<file path="config.mk">
export PLATFORM = sky130hd
export DESIGN_NAME = pipo_shift
export DESIGN_NICKNAME = d
export VERILOG_FILES = /design/src/rtl/pipo_shift.sv
export SDC_FILE = /design/constraint.sdc
export NUM_CORES = 1
export LEC_CHECK = 0
export BUFFER_PORTS_ARGS = -buffer_cell sky130_fd_sc_hd__buf_4
export CAP_MARGIN = 20
export CORE_MARGIN = 2
export CORE_UTILIZATION = 50
export CTS_CLUSTER_SIZE = 24
export DETAILED_ROUTE_END_ITERATION = 7
export PLACE_DENSITY = 0.91
export SLEW_MARGIN = 20
export SYNTH_ARGS = -nofsm -noshare
export SYNTH_HDL_FRONTEND = slang
export SYNTH_SLANG_ARGS = --single-unit
</file>
<file path="constraint.sdc">
create_clock -name clk -period 1.25 [get_ports clk]
set_input_delay 0.0625 -clock clk [delete_from_list [all_inputs] [get_ports clk]]
set_output_delay 0.0625 -clock clk [all_outputs]
set_load 0.01 [all_outputs]
</file>
<file path="src/rtl/pipo_shift.sv">
// Parallel-in/parallel-out shift register: sync load, hold, shift left/right, rotate left.
// Define PIPO_SHIFT_ARITH_EN to make mode 10 an arithmetic (sign-preserving) right shift.

module pipo_shift_cell (
    input  logic       i_load,
    input  logic [1:0] i_mode,
    input  logic       i_d,
    input  logic       i_q,
    input  logic       i_shl_in,
    input  logic       i_shr_in,
    input  logic       i_rol_in,
    output logic       o_next
);
    always_comb begin
        o_next = i_q;
        if (i_load) begin
            o_next = i_d;
        end else begin
            unique case (i_mode)
                2'b00:   o_next = i_q;
                2'b01:   o_next = i_shl_in;
                2'b10:   o_next = i_shr_in;
                default: o_next = i_rol_in;
            endcase
        end
    end
endmodule

module pipo_shift #(
    parameter int WIDTH = 16
) (
    input  logic             clk,
    input  logic             reset,
    input  logic             load,
    input  logic [WIDTH-1:0] data_in,
    input  logic [1:0]       shift_en,
    output logic [WIDTH-1:0] data_out
);
    logic [WIDTH-1:0] r_q;
    logic [WIDTH-1:0] w_next;
    logic [WIDTH-1:0] w_shl_in;
    logic [WIDTH-1:0] w_shr_in;
    logic [WIDTH-1:0] w_rol_in;
    logic             w_msb_fill;

`ifdef PIPO_SHIFT_ARITH_EN
    assign w_msb_fill = r_q[WIDTH-1];
`else
    assign w_msb_fill = 1'b0;
`endif

    // Each bit only needs its two neighbours; the ends get the fill / wrap bits.
    genvar gi;
    generate
        for (gi = 0; gi < WIDTH; gi++) begin : g_bit
            if (gi == 0) begin : g_lsb
                assign w_shl_in[gi] = 1'b0;
                assign w_rol_in[gi] = r_q[WIDTH-1];
            end else begin : g_mid_lo
                assign w_shl_in[gi] = r_q[gi-1];
                assign w_rol_in[gi] = r_q[gi-1];
            end
            if (gi == WIDTH-1) begin : g_msb
                assign w_shr_in[gi] = w_msb_fill;
            end else begin : g_mid_hi
                assign w_shr_in[gi] = r_q[gi+1];
            end

            pipo_shift_cell u_cell (
                .i_load   (load),
                .i_mode   (shift_en),
                .i_d      (data_in[gi]),
                .i_q      (r_q[gi]),
                .i_shl_in (w_shl_in[gi]),
                .i_shr_in (w_shr_in[gi]),
                .i_rol_in (w_rol_in[gi]),
                .o_next   (w_next[gi])
            );
        end
    endgenerate

    always_ff @(posedge clk) begin
        if (reset) begin
            r_q <= '0;
        end else begin
            r_q <= w_next;
        end
    end

    assign data_out = r_q;
endmodule

</file>
==> impl_metrics.py <==
metrics = {
    "critical_path": {
        "cp_max_fo": 4,
        "crit_type": "reg -> reg",
        "endpoint": "data_out[15]$_SDFFE_PP0P_",
        "rr_startpoint": "data_out[14]$_SDFFE_PP0P_",
        "arrival_ps": 1270,
        "worstPathRequired_ps": 1440,
        "critPathLaunch": "data_out[14]$_SDFFE_PP0P_",
        "reg2reg_to": "data_out[15]$_SDFFE_PP0P_",
        "rrSetupSlack_ps": 170,
        "r2r_cells": 2,
        "startpoint_type": "flop",
        "end_kind": "flop",
    },
    "grt": {
        "first_global_vias": 933,
        "grt_max_degree": 18,
        "grt_pass1_wl_microns": 4064,
        "grtUsageTotal_pct": 19.91,
        "antenna_found_initial": 0,
        "grt_overflow_total": 0,
    },
    "floorplanning": {
        "die_h_microns": 51.54,
        "initial_core_util_pct": 52.08,
        "core_area_sq_mm": 0.002170,
        "io_pins": 37,
        "fp.dieArea_sq_mm": 0.002656,
        "fp-row-count": 17,
        "die-width_microns": 51.54,
    },
    "route": {
        "drc": 0,
        "met1_length_microns": 1100,
        "route.met3.wl_microns": 138,
        "postRouteAntennaNets": 0,
        "drtPass1Iterations": 4,
        "viasPerCell": 5.268,
        "wl_per_cell_microns": 13.27,
        "top_layer": "met3",
        "num_vias": 964,
        "drt_iter0_drc": 17,
        "drt-total-wl_microns": 2428,
        "met2_length_microns": 1189,
    },
    "power_and_ir_drop": {
        "p_leak_nw": 0.6214,
        "vdd_drop_max_mv": 0.6058,
        "p_per_area_mw_per_mm2": 867.5,
    },
    "timing": {
        "finalCriticalPeriod_ps": 1078,
        "skew_ps": 0.7723,
        "worstMarginPinSlew_ps": 344.5,
        "fin_hold_ws_ps": 36.98,
        "hold_viol_final": 0,
        "slew-limit-headroom_pct": 76.98,
        "fin_crit_sh_pct": 86.24,
        "fmax_ghz": 0.9277,
        "finalSetupViolCount": 0,
        "totalNegativeSetupSlack_ps": 0,
        "grt_setup_unrepaired": "false",
        "slew_violations": 0,
        "fin_ws_ps": 172.0,
    },
    "cells_and_area": {
        "fin_nets": 181,
        "final_cell_area_sq_mm": 0.001406,
        "layout_commonest_cell": "buf_4",
        "drive_gt1_share_pct": 36.77,
        "final_cells": 183,
        "syn_to_final_growth_pct": 24.47,
        "antenna_cells": 0,
        "largest_reg_flops": 16,
        "final_cell_mix": "buf_4 (44), nor2b_1 (28), dfxtp_1 (16)",
    },
    "synthesis": {
        "avgSynthCellArea_sq_um": 8.896,
        "yosys.area.top_type": "dfxtp_1",
        "seq_area_frac_synth_pct": 28.35,
        "synth_area_sq_mm": 0.001130,
        "yosys_register_bits": 16,
        "synth_cells": 127,
        "synth_area_leaders": "dfxtp_1 (28%), nor2b_1 (16%), buf_4 (11%), a211oi_1 (9.3%), o32ai_2 (7.2%)",
        "yosys_warnings": 0,
        "synth_top_cell_area_share_pct": 28.35,
        "yosysUniqueCellTypes": 22,
        "synth_nets": 151,
    },
    "cts": {
        "path_clk_slew_ps": 90,
        "clock-sinks": 16,
        "post_cts_buffers": 0,
        "cts_max_path_buffers": 2,
        "cts-htree-levels": 1,
        "tritoncts": "yes",
        "insertion_delay_ps": 280,
        "root_buffer": "clkbuf_4",
        "cts_made_buffers": 3,
    },
    "placed_design": {
        "place_ws_ps": 0.8550,
        "place_area_sq_mm": 0.001334,
        "gp_congestion": 0.8700,
        "port-buffer-count": 36,
        "dp.cells": 175,
        "place_hpwl_microns": 1784,
    },
    "hold_path": {
        "hp-class": "in -> reg",
    },
    "run": {
        "drv_cap": 0,
    },
    "outcome": {
        "status": "finished clean",
    },
}
layout make-up:
| cell class | count | area [sq um] |
|---|---|---|
| Multi-Input combinational cell | 83 | 616.8 |
| Fill cell | 205 | 763.2 |
| Timing Repair Buffer | 50 | 400.4 |
| Sequential cell | 16 | 320.3 |
| Tap cell | 28 | 35.03 |
| Clock buffer | 3 | 22.52 |
| Inverter | 3 | 11.26 |
synthesized netlist by cell type:
library cell and instances:
buf_1 1, o31ai_2 4, buf_6 2, clkbuf_1 4
a21oi_1 1, a311oi_1 1, or3b_1 1, buf_2 1
dfxtp_1 16, and2b_1 3, inv_1 3, buf_4 16
a211oi_1 14, ha_1 3, nand2_1 15, buf_8 1
a221oi_1 1, o31ai_1 1, o32ai_1 5, o32ai_2 5
nor2b_1 28, or2_1 1
kinds of logic (layout without fill, tap and decap cells):
group | after synthesis | in the layout | share of synthesized area, %
AO/OA/AOI/OAI | 32 | 32 | 27.46
adder cells (fa/ha/maj) | 3 | 3 | 3.323
buffers and inverters | 28 | 56 | 17.05
flip-flops | 16 | 16 | 28.35
AND/OR/NAND/NOR | 48 | 48 | 23.81
worst max-delay path: stages, from the launching register on:
cell	delay (ps)
dfxtp_1	400
or3b_1	360
a221oi_1	230
power by group:
part	switching [W]	internal [W]	leakage (nW)
logic	0.000159	0.000205	0.475
clock network	0.000155	0.000112	0.0138
registers	0.0000401	0.000549	0.133
what timing repair did:
item                                    4_1_cts  5_1_grt
hold buffers                                  5        0
gates resized for setup                       0        0
endpoints found under the setup margin        0        0
endpoints found under the hold margin         5        0
stage by stage:
step | util [%] | total power [W]
6_report | 64.82 | 0.001220
5_1_grt | 64.82 | 0.001292
4_1_cts | 64.82 | 0.001232
3_5_place_dp | 61.48 | 0.0009535
3_3_place_gp | 61.48 | 0.0009391
2_1_floorplan | - | 0.0008469
layer usage:
layer / track usage, % / up-vias
met2: 34.40 / 34
met3: 3.161 / 0
li1: - / 491
met4: 5.263 / 0
met5: 0 / -
met1: 25.72 / 439
how the worst min path moves through the flow:
stage | from | end | cells past startpoint
finish | data_in[3] | data_out[3]$_SDFFE_PP0P_ | 3
global route | data_in[2] | data_out[2]$_SDFFE_PP0P_ | 3
CTS | data_in[14] | data_out[14]$_SDFFE_PP0P_ | 3
detailed placement | data_in[13] | data_out[13]$_SDFFE_PP0P_ | 3
global placement | data_in[13] | data_out[13]$_SDFFE_PP0P_ | 3
floorplan | reset | data_out[15]$_SDFFE_PP0P_ | 1
Note: power is estimated with default switching activity, not from simulation.
